$ cat src/rtl/dbg_pkg.sv
// Shared types and constants for the register-dump debug path.
// REG_DUMP_HEADER_EN adds one address header byte per register.
package dbg_pkg;

  typedef enum logic [1:0] {
    IDLE,
    ADDR,
    SEND
  } reg_dump_state_t;

  localparam int REG_ADDR_W      = 5;
  localparam int UART_FRAME_BITS = 10;

`ifdef REG_DUMP_HEADER_EN
  localparam int DUMP_BYTES_PER_REG = 5;
`else
  localparam int DUMP_BYTES_PER_REG = 4;
`endif

  // Byte i of a word, most significant byte first (i=0 -> w[31:24]).
  function automatic logic [7:0] word_byte(
    input logic [31:0] w,
    input logic [2:0]  i
  );
    logic [31:0] s;
    s = w << (8 * i);
    return s[31:24];
  endfunction

endpackage

$ cat src/rtl/uart_tx_byte.sv
// UART 8N1 byte serialiser with back-to-back byte acceptance.
// ready is high when idle or in the final cycle of a stop bit.
module uart_tx_byte
  import dbg_pkg::*;
#(
  parameter int CLKS_PER_BIT = 434
) (
  input  logic       clk,
  input  logic       rst_n,
  input  logic       valid,
  input  logic [7:0] data,
  output logic       ready,
  output logic       tx
);

  localparam int BAUD_W = $clog2(CLKS_PER_BIT);
  localparam logic [BAUD_W-1:0] BAUD_MAX = BAUD_W'(CLKS_PER_BIT - 1);
  localparam logic [3:0] LAST_BIT = 4'(UART_FRAME_BITS - 1);

  logic              active;
  logic [BAUD_W-1:0] baud_cnt;
  logic [3:0]        bit_idx;
  logic [7:0]        shreg;

  assign ready = !active ||
                 (bit_idx == LAST_BIT && baud_cnt == BAUD_MAX);

  // Bit timing and line drive; a new byte starts on the stop-bit boundary.
  always_ff @(posedge clk or negedge rst_n) begin
    if (!rst_n) begin
      active   <= 1'b0;
      baud_cnt <= '0;
      bit_idx  <= '0;
      shreg    <= '0;
      tx       <= 1'b1;
    end else if (valid && ready) begin
      active   <= 1'b1;
      baud_cnt <= '0;
      bit_idx  <= '0;
      shreg    <= data;
      tx       <= 1'b0;
    end else if (active) begin
      if (baud_cnt == BAUD_MAX) begin
        baud_cnt <= '0;
        if (bit_idx == LAST_BIT) begin
          active  <= 1'b0;
          bit_idx <= '0;
          tx      <= 1'b1;
        end else begin
          bit_idx <= bit_idx + 4'd1;
          if (bit_idx < 4'd8) begin
            tx <= shreg[bit_idx[2:0]];
          end else begin
            tx <= 1'b1;
          end
        end
      end else begin
        baud_cnt <= baud_cnt + 1'b1;
      end
    end
  end

endmodule

$ cat src/rtl/reg_dump_tx.sv
// Walks the regfile debug port and streams each register over UART.
// REG_DUMP_HEADER_EN prefixes each register with {3'b000, reg_addr}.
module reg_dump_tx
  import dbg_pkg::*;
#(
  parameter int CLKS_PER_BIT = 434,
  parameter int NUM_REGS     = 17
) (
  input  logic                  clk,
  input  logic                  rst_n,
  input  logic                  start,
  input  logic [31:0]           reg_data,
  output logic [REG_ADDR_W-1:0] reg_addr,
  output logic                  tx,
  output logic                  busy,
  output logic                  done
);

  localparam logic [2:0] LAST_BYTE = 3'(DUMP_BYTES_PER_REG - 1);
  localparam logic [REG_ADDR_W-1:0] LAST_ADDR =
    REG_ADDR_W'(NUM_REGS - 1);

  reg_dump_state_t state;
  logic [31:0]     snap;
  logic [2:0]      byte_idx;
  logic            u_valid;
  logic            u_ready;
  logic [7:0]      u_data;
  logic [7:0]      first_byte;
  logic [7:0]      next_byte;

`ifdef REG_DUMP_HEADER_EN
  assign first_byte = {3'b000, reg_addr};
  assign next_byte  = word_byte(snap, byte_idx);
`else
  assign first_byte = word_byte(reg_data, 3'd0);
  assign next_byte  = word_byte(snap, byte_idx + 3'd1);
`endif

  // Byte offered to the serialiser: the first one leaves with the capture.
  always_comb begin
    u_valid = 1'b0;
    u_data  = 8'h00;
    unique case (1'b1)
      state == ADDR: begin
        u_valid = 1'b1;
        u_data  = first_byte;
      end
      state == SEND: begin
        u_valid = byte_idx != LAST_BYTE;
        u_data  = next_byte;
      end
      default: ;
    endcase
  end

  // Dump sequencer: address walk, snapshot capture and byte select.
  always_ff @(posedge clk or negedge rst_n) begin
    if (!rst_n) begin
      state    <= IDLE;
      reg_addr <= '0;
      busy     <= 1'b0;
      done     <= 1'b0;
      snap     <= '0;
      byte_idx <= '0;
    end else begin
      done <= 1'b0;
      unique case (state)
        IDLE: begin
          if (start && !done) begin
            state    <= ADDR;
            busy     <= 1'b1;
            reg_addr <= '0;
          end
        end
        ADDR: begin
          state    <= SEND;
          snap     <= reg_data;
          byte_idx <= '0;
        end
        SEND: begin
          if (u_ready) begin
            if (byte_idx == LAST_BYTE) begin
              byte_idx <= '0;
              if (reg_addr == LAST_ADDR) begin
                state    <= IDLE;
                done     <= 1'b1;
                busy     <= 1'b0;
                reg_addr <= '0;
              end else begin
                state    <= ADDR;
                reg_addr <= reg_addr + 1'b1;
              end
            end else begin
              byte_idx <= byte_idx + 3'd1;
            end
          end
        end
        default: state <= IDLE;
      endcase
    end
  end

  uart_tx_byte #(
    .CLKS_PER_BIT(CLKS_PER_BIT)
  ) u_uart (
    .clk  (clk),
    .rst_n(rst_n),
    .valid(u_valid),
    .data (u_data),
    .ready(u_ready),
    .tx   (tx)
  );

endmodule

$ cat config.mk
export PLATFORM = sky130hd
export DESIGN_NAME = reg_dump_tx
export DESIGN_NICKNAME = d
export VERILOG_FILES = /design/src/rtl/dbg_pkg.sv /design/src/rtl/uart_tx_byte.sv /design/src/rtl/reg_dump_tx.sv
export SDC_FILE = /design/constraint.sdc
export NUM_CORES = 1
export LEC_CHECK = 0
export BUFFER_PORTS_ARGS = -buffer_cell sky130_fd_sc_hd__buf_2
export CAP_MARGIN = 20
export CORE_ASPECT_RATIO = 1.5
export CORE_MARGIN = 5
export CORE_UTILIZATION = 30
export DETAILED_ROUTE_END_ITERATION = 10
export HOLD_SLACK_MARGIN = 0.08
export PLACE_DENSITY = 0.57
export SLEW_MARGIN = 20
export SYNTH_ARGS = -nofsm -noshare
export SYNTH_HDL_FRONTEND = slang
export SYNTH_SLANG_ARGS = --single-unit
$ cat constraint.sdc
create_clock -name clk -period 2.7 [get_ports clk]
set_clock_uncertainty 0.15 [all_clocks]
set_input_delay 0.54 -clock clk [delete_from_list [all_inputs] [get_ports clk]]
set_output_delay 0.54 -clock clk [all_outputs]
set_load 0.1 [all_outputs]
==> results_dict.tcl <==
set metrics [dict create \
    reg2reg_to "reg_addr[1]" \
    clk_root_buffer_cell "clkbuf_16" \
    synthArstFlopShare_pct 100 \
    place_congestion 0.818 \
    route.detailed.drc 0 \
    hold_viol 0 \
    switchingPower_mw 1.31 \
    cap_violations 0 \
    n_antenna_cell 0 \
    fp.dieH_um 142 \
    dieArea_sq_mm 0.0140 \
    report.final.slew_viol_count 0 \
    synth_area_leaders "dfrtp_1 47%, mux2_2 13%, mux4_2 6.4%" \
    timing.fmax_mhz 444 \
    critPathLaunch "state[0]" \
    finalSetupTns_ns 0 \
    ir_worst_vdd_mv 0.637 \
    drive_gt1_share_pct 36.7 \
    first_iter_violations 119 \
    cp_top_family "compound AO/OA/AOI/OAI gates" \
    synth_most_common_cell "dfrtp_1" \
    ys.flop_type "dfrtp_1" \
    netlist.area_leader.share_pct 47.2 \
    switching_share_pct 30.9 \
    r2r_setup_slack_ns 0.45 \
    start_util_pct 30.5 \
    grt_pass1_wl_um 12700 \
    rows 48 \
    first_pass_iters 5 \
    synth_area_sq_mm 0.00350 \
    yosys.area.top_type "dfrtp_1" \
    r2r-start "state[0]" \
    wl_per_cell_um 15.6 \
    clock_sinks 67 \
    setup_violations 0 \
    finalCriticalPeriod_ns 2.25 \
    die-width_um 98.2 \
    pin_count 43 \
    cp_data_arrival_time_ns 2.32 \
    nFillCells 1129 \
    critPathSlowestCell "a211oi_1" \
    slew_headroom_pct 62.8 \
    critPathKind "flop to flop" \
    cts-resized-gates 0 \
    cp.depth 7 \
    io_buffers 42 \
    cts_buffer_depth 2 \
    cp-end-kind "flop" \
    wl_um 7590 \
    grt_pass1_vias 2592 \
    cts-htree-levels 3 \
    area_growth_pct 21.2 \
    clkPwrFrac_pct 29.5 \
    clkTransAtPathRegs_ns 0.05 \
    grt_max_degree 68 \
    antenna_left 0 \
    cts_buffers 9 \
    cts_tree "built" \
    num_vias 2466 \
    yosysSeqAreaShare_pct 47.9 \
    pwr-share-comb_pct 32.3 \
    synthTopCellsByCount "66 x dfrtp_1, 40 x mux2_2, 15 x inv_1, 15 x nand2_1, 14 x ha_1" \
    rr_worst_depth 7 \
    rsz0062_at_grt "false" \
    ys_types 55 \
    endpoint "reg_addr[1]" \
    seq_power_share_pct 38.2 \
    fp.coreArea_sq_mm 0.0115 \
    antenna_found_initial 0 \
    ys_warn_count 0 \
    track_usage_pct 11.5 \
    final_nets 379 \
    synthCells 282 \
    outcome "complete, no violations" \
    avgSynthCellArea_sq_um 12.4 \
    power_mw 4.23 \
    p_leak_nw 1.85 \
    worst_setup_path_start_kind "flop" \
    cp_num_buf_inv 2 \
    cp.required_ns 2.77 \
    finalCritPeriodShare_pct 83.4 \
    critical_path.max_fanout 23 \
    powerDensity_mw_per_mm2 996 \
    syn-num-nets 331 \
    cts_hold_buf 0 \
    power.internal_mw 2.92 \
    path_cells "inv_1 -> ha_1 -> buf_4 -> nor2_1 -> a211oi_1 -> nand2_1 -> a32o_1" \
    post-cts-setup-buffers 0 \
    grt_overflow_total 0 \
    synth_edf_count 0 \
    ys_ff_latch 67 \
    hold_class "input port to async pin" \
    routed_via_density 5.08 \
    clk_latency_ns 0.33 \
    slowest_delay_ns 0.50 \
    hpwl_um 5440 \
    worstMarginPinSlew_ns 0.555 \
]
registers in the layout (all words and copies together) (netlist names):
signal and count:
u_uart.bit_idx 4, snap 32, done 1, state 2, u_uart.baud_cnt 9, reg_addr 5, u_uart.tx 1, u_uart.active 1
busy 1, byte_idx 3, u_uart.shreg 8
power groups by stage:
stage          registers [mW]  logic [mW]  clock network, mW
5_1_grt                  1.67        1.50               1.33
2_1_floorplan            1.61        1.05                  0
4_1_cts                  1.62        1.39               1.27
6_report                 1.62        1.37               1.25
3_3_place_gp             1.61        1.33                  0
3_5_place_dp             1.63        1.38                  0
metrics by stage:
step           instances  cell area (sq um)  hold WS [ns]  setup WS [ns]  utilization (%)
2_1_floorplan        282               3500        0.0944          0.490                -
3_3_place_gp         469               3920         0.336          0.509             34.2
3_5_place_dp         469               3920         0.342          0.446             34.2
4_1_cts              485               4240        0.0909          0.439             37.0
5_1_grt              485               4240         0.112          0.304             37.0
6_report             485               4240        0.0715          0.447             37.0
worst reg2reg max path, cell delays in order, from the launching register on:
cell and delay [ns]:
dfrtp_1 0.42, inv_1 0.10, ha_1 0.19, buf_4 0.29
nor2_1 0.09, a211oi_1 0.50, nand2_1 0.16, a32o_1 0.23
cell usage in the layout (no fill, tap or decap), types with 3 or more instances in the layout:
| master | instances |
|---|---|
| buf_2 | 42 |
| nand3_1 | 8 |
| ha_1 | 13 |
| nor2_1 | 10 |
| dfrtp_1 | 66 |
| a211oi_1 | 3 |
| a32o_1 | 10 |
| mux4_2 | 10 |
| nor2b_1 | 4 |
| buf_4 | 7 |
| o21ai_0 | 7 |
| nand2_1 | 15 |
| o31ai_1 | 5 |
| nand4_1 | 4 |
| clkbuf_16 | 9 |
| o211ai_1 | 3 |
| inv_1 | 15 |
| mux2_2 | 40 |
| a21oi_1 | 8 |
worst min-delay path by stage:
stage                             end  depth (start not counted)  slack, ns
final                     reg_addr[3]                          2       0.07
after global routing      reg_addr[2]                          2       0.11
after CTS                 reg_addr[4]                          2       0.09
after detailed placement      snap[8]                          1       0.34
after global placement        snap[6]                          1       0.34
after floorplan                  busy                          0       0.09
metal layers:
metal / vias up / global-route usage [%] / part of all wire [%]
met3: 10 / 2.40 / 3.3
li1: 1166 / - / -
met4: 0 / 5.40 / 2.2
met1: 1248 / 13.0 / 41
met5: - / 0 / 0
met2: 42 / 20.5 / 54
kinds of logic after synthesis:
| kind of cell | after synthesis | share of synthesized area [%] |
|---|---|---|
| flops | 67 | 47.9 |
| simple gates | 60 | 9.97 |
| compound gates | 58 | 13.3 |
| mux | 53 | 20.2 |
| buf+inv | 28 | 3.07 |
| fa+ha+maj | 14 | 5.00 |
| xor+xnor | 2 | 0.500 |
area by class of cell:
cell class / instances / area (sq um) / area share, %
flip-flops and latches: 67 / 1680 / 39.5
inverters: 15 / 56.3 / 1.33
well taps: 150 / 188 / 4.42
repair buffers: 50 / 283 / 6.66
clock buffers: 12 / 246 / 5.81
multi-input cells: 187 / 1720 / 40.5
clock inverters: 4 / 73.8 / 1.74
Note: power is estimated with default switching activity, not from simulation.
